==> src/rtl/dffram_bist.sv <==
// March C- self-test controller for one single-port DFFRAM macro.
// Define DFFRAM_BIST_FAIL_LOG_EN to add first-failure address/syndrome/element capture.
module dffram_bist #(
    parameter int          A_WIDTH = 11,
    parameter logic [31:0] BG      = 32'h0000_0000
) (
    input  logic               CLK,
    input  logic               RST,
    input  logic               start,
    output logic               busy,
    output logic               done,
    output logic               pass,
    output logic               MEM_EN,
    output logic [3:0]         MEM_WE,
    output logic [A_WIDTH-1:0] MEM_A,
    output logic [31:0]        MEM_Di,
    input  logic [31:0]        MEM_Do
`ifdef DFFRAM_BIST_FAIL_LOG_EN
    ,
    output logic [A_WIDTH-1:0] fail_addr,
    output logic [31:0]        fail_data,
    output logic [2:0]         fail_elem
`endif
);
    typedef enum logic [3:0] {IDLE, M0, M1, M2, M3, M4, M5, FLUSH, DONE} state_t;
    localparam logic [A_WIDTH-1:0] LAST = '1;

    // state/addr/phase describe the access currently on the RAM port
    state_t             state, state_nx;
    logic [A_WIDTH-1:0] addr, addr_nx;
    logic               phase, phase_nx;
    logic               fail, chk_vld, mism, accept;
    logic [31:0]        chk_exp, rd_exp, acc_di;
    logic               acc_en, acc_we;

    assign accept = (state == IDLE || state == DONE) && start;

    always_comb begin
        state_nx = state;
        addr_nx  = addr;
        phase_nx = phase;
        case (state)
            IDLE, DONE: if (start) begin state_nx = M0; addr_nx = '0; phase_nx = 1'b0; end
            M0: if (addr == LAST) begin state_nx = M1; addr_nx = '0; end
                else addr_nx = addr + 1'b1;
            M1: if (!phase) phase_nx = 1'b1;
                else begin
                    phase_nx = 1'b0;
                    if (addr == LAST) begin state_nx = M2; addr_nx = '0; end
                    else addr_nx = addr + 1'b1;
                end
            M2: if (!phase) phase_nx = 1'b1;
                else begin
                    phase_nx = 1'b0;
                    if (addr == LAST) state_nx = M3;   // M3 starts at the top, address holds
                    else addr_nx = addr + 1'b1;
                end
            M3: if (!phase) phase_nx = 1'b1;
                else begin
                    phase_nx = 1'b0;
                    if (addr == '0) begin state_nx = M4; addr_nx = LAST; end
                    else addr_nx = addr - 1'b1;
                end
            M4: if (!phase) phase_nx = 1'b1;
                else begin
                    phase_nx = 1'b0;
                    if (addr == '0) state_nx = M5;
                    else addr_nx = addr - 1'b1;
                end
            M5: if (addr == LAST) begin state_nx = FLUSH; addr_nx = '0; end
                else addr_nx = addr + 1'b1;
            FLUSH:   state_nx = DONE;
            default: state_nx = IDLE;
        endcase
    end

    // decode of the access to launch on the next cycle
    always_comb begin
        acc_en = state_nx inside {M0, M1, M2, M3, M4, M5};
        acc_we = (state_nx == M0) || phase_nx;
        acc_di = 32'h0;
        if (acc_we) acc_di = (state_nx == M1 || state_nx == M3) ? ~BG : BG;
        rd_exp = (state == M2 || state == M4) ? ~BG : BG;
    end

    assign mism = chk_vld && (MEM_Do != chk_exp);

`ifdef DFFRAM_BIST_FAIL_LOG_EN
    logic [A_WIDTH-1:0] chk_addr;
    logic [2:0]         chk_elem, elem;
    always_comb begin
        case (state)
            M1:      elem = 3'd1;
            M2:      elem = 3'd2;
            M3:      elem = 3'd3;
            M4:      elem = 3'd4;
            M5:      elem = 3'd5;
            default: elem = 3'd0;
        endcase
    end
`endif

    always_ff @(posedge CLK) begin
        if (RST) begin
            state   <= IDLE;
            addr    <= '0;
            phase   <= 1'b0;
            busy    <= 1'b0;
            done    <= 1'b0;
            pass    <= 1'b0;
            MEM_EN  <= 1'b0;
            MEM_WE  <= 4'h0;
            MEM_A   <= '0;
            MEM_Di  <= 32'h0;
            fail    <= 1'b0;
            chk_vld <= 1'b0;
            chk_exp <= 32'h0;
`ifdef DFFRAM_BIST_FAIL_LOG_EN
            chk_addr  <= '0;
            chk_elem  <= 3'd0;
            fail_addr <= '0;
            fail_data <= 32'h0;
            fail_elem <= 3'd0;
`endif
        end else begin
            state   <= state_nx;
            addr    <= addr_nx;
            phase   <= phase_nx;
            MEM_EN  <= acc_en;
            MEM_WE  <= {4{acc_we}};
            MEM_A   <= addr_nx;
            MEM_Di  <= acc_di;
            busy    <= acc_en || (state_nx == FLUSH);
            // read on the port this cycle -> compare its data next cycle
            chk_vld <= MEM_EN && (MEM_WE == 4'h0);
            chk_exp <= rd_exp;
`ifdef DFFRAM_BIST_FAIL_LOG_EN
            chk_addr <= MEM_A;
            chk_elem <= elem;
`endif
            if (accept) begin
                done <= 1'b0;
                pass <= 1'b0;
                fail <= 1'b0;
`ifdef DFFRAM_BIST_FAIL_LOG_EN
                fail_addr <= '0;
                fail_data <= 32'h0;
                fail_elem <= 3'd0;
`endif
            end else begin
                if (mism) fail <= 1'b1;
                if (state == FLUSH) begin
                    done <= 1'b1;
                    pass <= ~(fail | mism);
                end
`ifdef DFFRAM_BIST_FAIL_LOG_EN
                if (mism && !fail) begin
                    fail_addr <= chk_addr;
                    fail_data <= MEM_Do ^ chk_exp;
                    fail_elem <= chk_elem;
                end
`endif
            end
        end
    end
endmodule

==> config.mk <==
export PLATFORM = sky130hd
export DESIGN_NAME = dffram_bist
export DESIGN_NICKNAME = d
export VERILOG_FILES = /design/src/rtl/dffram_bist.sv
export SDC_FILE = /design/constraint.sdc
export NUM_CORES = 1
export LEC_CHECK = 0
export BUFFER_PORTS_ARGS = -buffer_cell sky130_fd_sc_hd__buf_4
export CORE_ASPECT_RATIO = 0.7
export CORE_MARGIN = 5
export CORE_UTILIZATION = 45
export DETAILED_ROUTE_END_ITERATION = 10
export MAX_ROUTING_LAYER = met4
export PLACE_DENSITY = 0.83
export SYNTH_ARGS = -nofsm -noshare
export SYNTH_HDL_FRONTEND = slang
export SYNTH_SLANG_ARGS = --single-unit
export TNS_END_PERCENT = 30
==> constraint.sdc <==
create_clock -name CLK -period 2.1 [get_ports CLK]
set_input_delay 0.105 -clock CLK [delete_from_list [all_inputs] [get_ports CLK]]
set_output_delay 0.105 -clock CLK [all_outputs]
set_load 0.005 [all_outputs]
Word-level counts from Yosys, hierarchy flattened:

Index checks and enable logic that the tools add are counted.

* add/sub/neg operators: 2
* equal/unequal tests: 24
* muxes and demuxes: 27
* bitwise operators: 3
* reduce and logical (&&, ||, !) cells: 19

Operators with widths (count)
* $mux W11: 9
* $pmux W11 S6: 1
* $mux W32: 2
* $mux W4: 11
* $eq A4 B3 Y1 const B: 8
* $ne A32 B32 Y1: 1
* $pmux W4 S8: 1
* $eq A4 B2 Y1 const B: 4
* $ne A2 B2 Y1 const B: 7
* $reduce_bool A6 Y1: 2
* $add A11 B1 Y11 const B: 1
* $eq A11 B11 Y1 const B: 1
* $logic_not A11 Y1: 1
* $sub A11 B1 Y11 const B: 1
* $eq A4 B1 Y1 const B: 2
* $logic_not A4 Y1: 2
* $reduce_and A8 Y1: 1
* $reduce_or A2 Y1: 4
* $logic_or A1 B1 Y1: 5
* $eq A4 B4 Y1 const B: 1
* $reduce_or A4 Y1: 1
* $logic_and A1 B1 Y1: 3
* $mux W1: 2
* $not A1 Y1: 2
* other kinds (2): 2

* register bits: 87
* input bits: 35
* output and inout port bits: 51
* logic and storage cells: 87

Logic depth before layout (Yosys ltp):

* depth in word-level cells: 8
* gate-level depth with buffers: 9
* mapped depth without buffers: 8

Least setup slack after synthesis:

OpenSTA, ideal clock, no wires.

* path type: reg-to-reg
* start: register addr[0]
* end: register addr[9]
* library setup time: 137 ps
* data arrival time: 1964 ps
* required time: 1963 ps
* slack: -1 ps
* stages on the path, launching flop included: 9
* buffers on the path: 0
* period minus slack after synthesis: 2101 ps
* cells stage by stage: dfxtp_1 -> inv_1 -> ha_1 -> nor4b_4 -> and3_2 -> a211oi_4 -> nand2_2 -> a2111oi_2 -> a2111oi_2

* cells in the longest elaborated chain, start to end: 4
* elaborated cells between the ends (all ways): 16
* those cells by class: 2 x add/sub; 3 x eq/ne; 9 x mux; 2 x reduce/logical

RTL lines
* start: declaration: line 30 `logic [A_WIDTH-1:0] addr, addr_nx;`
* start signal: assignment: line 127 `addr <= addr_nx;`
* $sub A11 B1 Y11 (tied with other cells): line 62, 68
* $mux W11 (on tied branches) (2 in a row)
* $pmux W11 S6: line 42 `case (state)`

Several ways; a longest one is shown, not always the timed one. The select of a mux whose other input is x is not followed.
A chain may end at the register's enable or synchronous reset.

Final worst setup path:

* start: register addr[0]
* end: register addr[3]

Same word-level chain as after synthesis.

==> impl_metrics.env <==
export IMPL_status="complete, no violations"
export IMPL_worstSkewPairLatency_ns=0.28
export IMPL_yosysWarnings=0
export IMPL_overflow=0
export IMPL_worstSetupStartpointType="register"
export IMPL_path_class="register to register"
export IMPL_cts_sinks=25
export IMPL_synth_lib_cells_used_distinct=71
export IMPL_worstPathMaxFanout=7
export IMPL_vias=2689
export IMPL_port_buffer_count=85
export IMPL_num_io_pins=86
export IMPL_period_needed_ns=2.06
export IMPL_core_area_um2=5150
export IMPL_rsz0062_at_grt="true"
export IMPL_grt_max_degree=33
export IMPL_yosysSeqAreaShare=0.214
export IMPL_final_antenna_net_count=0
export IMPL_rr_endpoint="addr[3]$_SDFFE_PP0P_"
export IMPL_fill_cells=435
export IMPL_holdBufCountCts=0
export IMPL_drtIter0Drc=291
export IMPL_wl_um=7170
export IMPL_antenna_found_initial=0
export IMPL_std_cell_rows=22
export IMPL_grt_pass1_vias=2356
export IMPL_die_h_um=70.3
export IMPL_synth_area_um2=2340
export IMPL_place_congestion=1.05
export IMPL_reg2reg_depth=9
export IMPL_first_pass_iters=5
export IMPL_syn_inst=310
export IMPL_dp_cells=443
export IMPL_slew_headroom=0.422
export IMPL_async_reset_ff_frac=0
export IMPL_hp_start="RST"
export IMPL_wl_per_cell_um=15.9
export IMPL_syn_to_final_growth_pct=28.8
export IMPL_total_leakage_power_nw=1.29
export IMPL_worst_setup_path_end_kind="register"
export IMPL_fin_cells=452
export IMPL_initial_utilization=0.455
export IMPL_syn_area_per_cell_um2=7.55
export IMPL_nets=419
export IMPL_min_path_type="input pin to register"
export IMPL_setup_viol=0
export IMPL_min_period_over_period=0.982
export IMPL_die_area_um2=6770
export IMPL_cp_required_ns=2.28
export IMPL_holdPathStages=2
export IMPL_power_mw=1.03
export IMPL_grt_pass1_wl_um=11300
export IMPL_grt_util_all_layers=0.211
export IMPL_cts_buffers=3
export IMPL_max_freq_mhz=485
export IMPL_drv_cap=0
export IMPL_slew_violations=0
export IMPL_hpwl_um=5610
export IMPL_ys_ff_latch=25
export IMPL_synth_edf_count=0
export IMPL_antennaDiodeCount=0
export IMPL_clockRootBuffer="clkbuf_8"
export IMPL_htree_levels=1
export IMPL_hold_violations=0
export IMPL_cts_tree="done"
export IMPL_cp_arrival_ns=2.25
export IMPL_synth_main_ff_cell="dfxtp_1"
export IMPL_path_clk_slew_ns=0.09
export IMPL_rr_startpoint="addr[0]$_SDFFE_PP0P_"
export IMPL_holdPathEnd="state[0]$_SDFF_PP0_"
export IMPL_clockBufferDepth=2
export IMPL_register_area_um2=509
export IMPL_power_density_nw_per_um2=340
export IMPL_via_per_inst=5.95
export IMPL_r2r_setup_slack_ns=0.04
export IMPL_clock_skew_ns=0.00425
export IMPL_tightest_slew_ns=0.867
export IMPL_die_x_um=96.2
export IMPL_final_layout_size_suffix_gt1_frac=0.400
export IMPL_multi_input_area_um2=1450
export IMPL_synth_fp_nets=348
export IMPL_irDropWorstVdd_uv=415
export IMPL_drc=0
[registers in the layout, summed over array words and instances (netlist names)]
name and cells:
addr 11, MEM_Di 1, done 1, MEM_WE 1, MEM_EN 1, chk_vld 1, pass 1, chk_exp 1
phase 1, state 4, fail 1, busy 1
[layer usage]
layer | part of all wire | GRT usage | vias to the layer above
li1 | - | - | 1260
met1 | 0.40 | 0.273 | 1240
met2 | 0.46 | 0.324 | 183
met3 | 0.14 | 0.0721 | 6
met4 | 0.0040 | 0.0268 | 0
met5 | 0 | - | -
[through the flow]
stage               instance area, um2  TNS [ns]  setup WS [ns]   util  hold WS [ns]
floorplan                         2340         0         0.0391      -         0.185
global placement                  2920         0         0.0593  0.567         0.412
detailed placement                2920   -0.0362        -0.0350  0.567         0.413
CTS                               2970         0         0.0197  0.578         0.107
global route                      3020   -0.0945        -0.0465  0.586         0.126
finish                            3020         0         0.0387  0.586         0.136
[synth_stat cells (4+ instances only)]
library cell,n,area share
nand2_1,23,0.037
a31oi_1,8,0.021
a21oi_1,22,0.047
nand3_1,21,0.045
dfxtp_1,25,0.21
inv_1,9,0.014
nand4_1,7,0.019
o21ai_0,10,0.021
and3_1,4,0.011
buf_4,36,0.12
nor2_1,23,0.037
nor4_1,7,0.019
nor3_1,16,0.034
buf_2,11,0.024
o22ai_1,5,0.013
[power breakdown]
part | internal [mW] | switching, mW
registers | 0.483 | 0.0132
clock network | 0.137 | 0.170
logic | 0.118 | 0.107
[how the worst max path moves through the flow]
| stage | start | end | cells past startpoint |
|---|---|---|---|
| 2_1_floorplan | addr[1]$_SDFFE_PP0P_ | addr[9]$_SDFFE_PP0P_ | 8 |
| 3_3_place_gp | addr[0]$_SDFFE_PP0P_ | addr[9]$_SDFFE_PP0P_ | 8 |
| 3_5_place_dp | addr[0]$_SDFFE_PP0P_ | addr[9]$_SDFFE_PP0P_ | 8 |
| 4_1_cts | state[0]$_SDFF_PP0_ | addr[3]$_SDFFE_PP0P_ | 7 |
| 5_1_grt | addr[1]$_SDFFE_PP0P_ | MEM_WE[0]$_SDFF_PP0_ | 9 |
| 6_report | addr[0]$_SDFFE_PP0P_ | addr[3]$_SDFFE_PP0P_ | 9 |
[cells in the final DEF (no fill, tap or decap), drive strengths merged, types with 2 or more instances in the layout]
master	Yosys	routed
buf	50	118
o22ai	5	5
a211oi	2	2
nor4	8	8
a31o	2	2
o2bb2ai	2	2
clkbuf	3	4
a22o	3	3
nor3b	5	5
o41ai	3	3
nor4b	2	2
or2	2	2
ha	3	3
a2111oi	3	3
o311ai	2	2
inv	10	10
a31oi	8	8
nor2b	2	2
nand4	8	8
dfxtp	25	25
a21oi	25	26
nor2	24	24
nand2b	2	2
o21ai	11	11
nand3	22	22
nand2	25	25
a22oi	2	2
xnor2	2	2
and3	6	6
nor3	18	18
o211a	3	3
a21o	2	2
or3	3	3
o211ai	3	3
[layout make-up]
type | instances | share of cell area
Clock buffer | 4 | 0.0149
Inverter | 10 | 0.0124
Multi-Input combinational cell | 223 | 0.480
Sequential cell | 25 | 0.169
Tap cell | 72 | 0.0299
Timing Repair Buffer | 118 | 0.294
[cells by family (layout without fill, tap and decap cells)]
group | after synthesis | count (layout) | synth area share
compound gates | 85 | 86 | 0.265
flops | 25 | 25 | 0.214
fa+ha+maj | 3 | 3 | 0.0160
simple gates | 132 | 132 | 0.324
xor+xnor | 2 | 2 | 0.00748
buf+inv | 63 | 132 | 0.174
[worst max-delay path, cell delays in order (launching register included)]
cell,delay (ns)
dfxtp_4,0.39
inv_1,0.06
ha_1,0.19
nor4b_4,0.14
and3_4,0.22
a211oi_4,0.33
buf_4,0.19
a21oi_4,0.07
a31o_1,0.19
a22o_1,0.17
[repair_timing]
item                       in CTS  in global routing
cloned                          0                  1
setup endpoints to repair       3                 13
pin swaps                       1                  2
hold endpoints to repair        0                  0
setup buffers                   1                  3
gates resized for setup         1                  6
No activity file was read; power rests on OpenSTA's default activity.
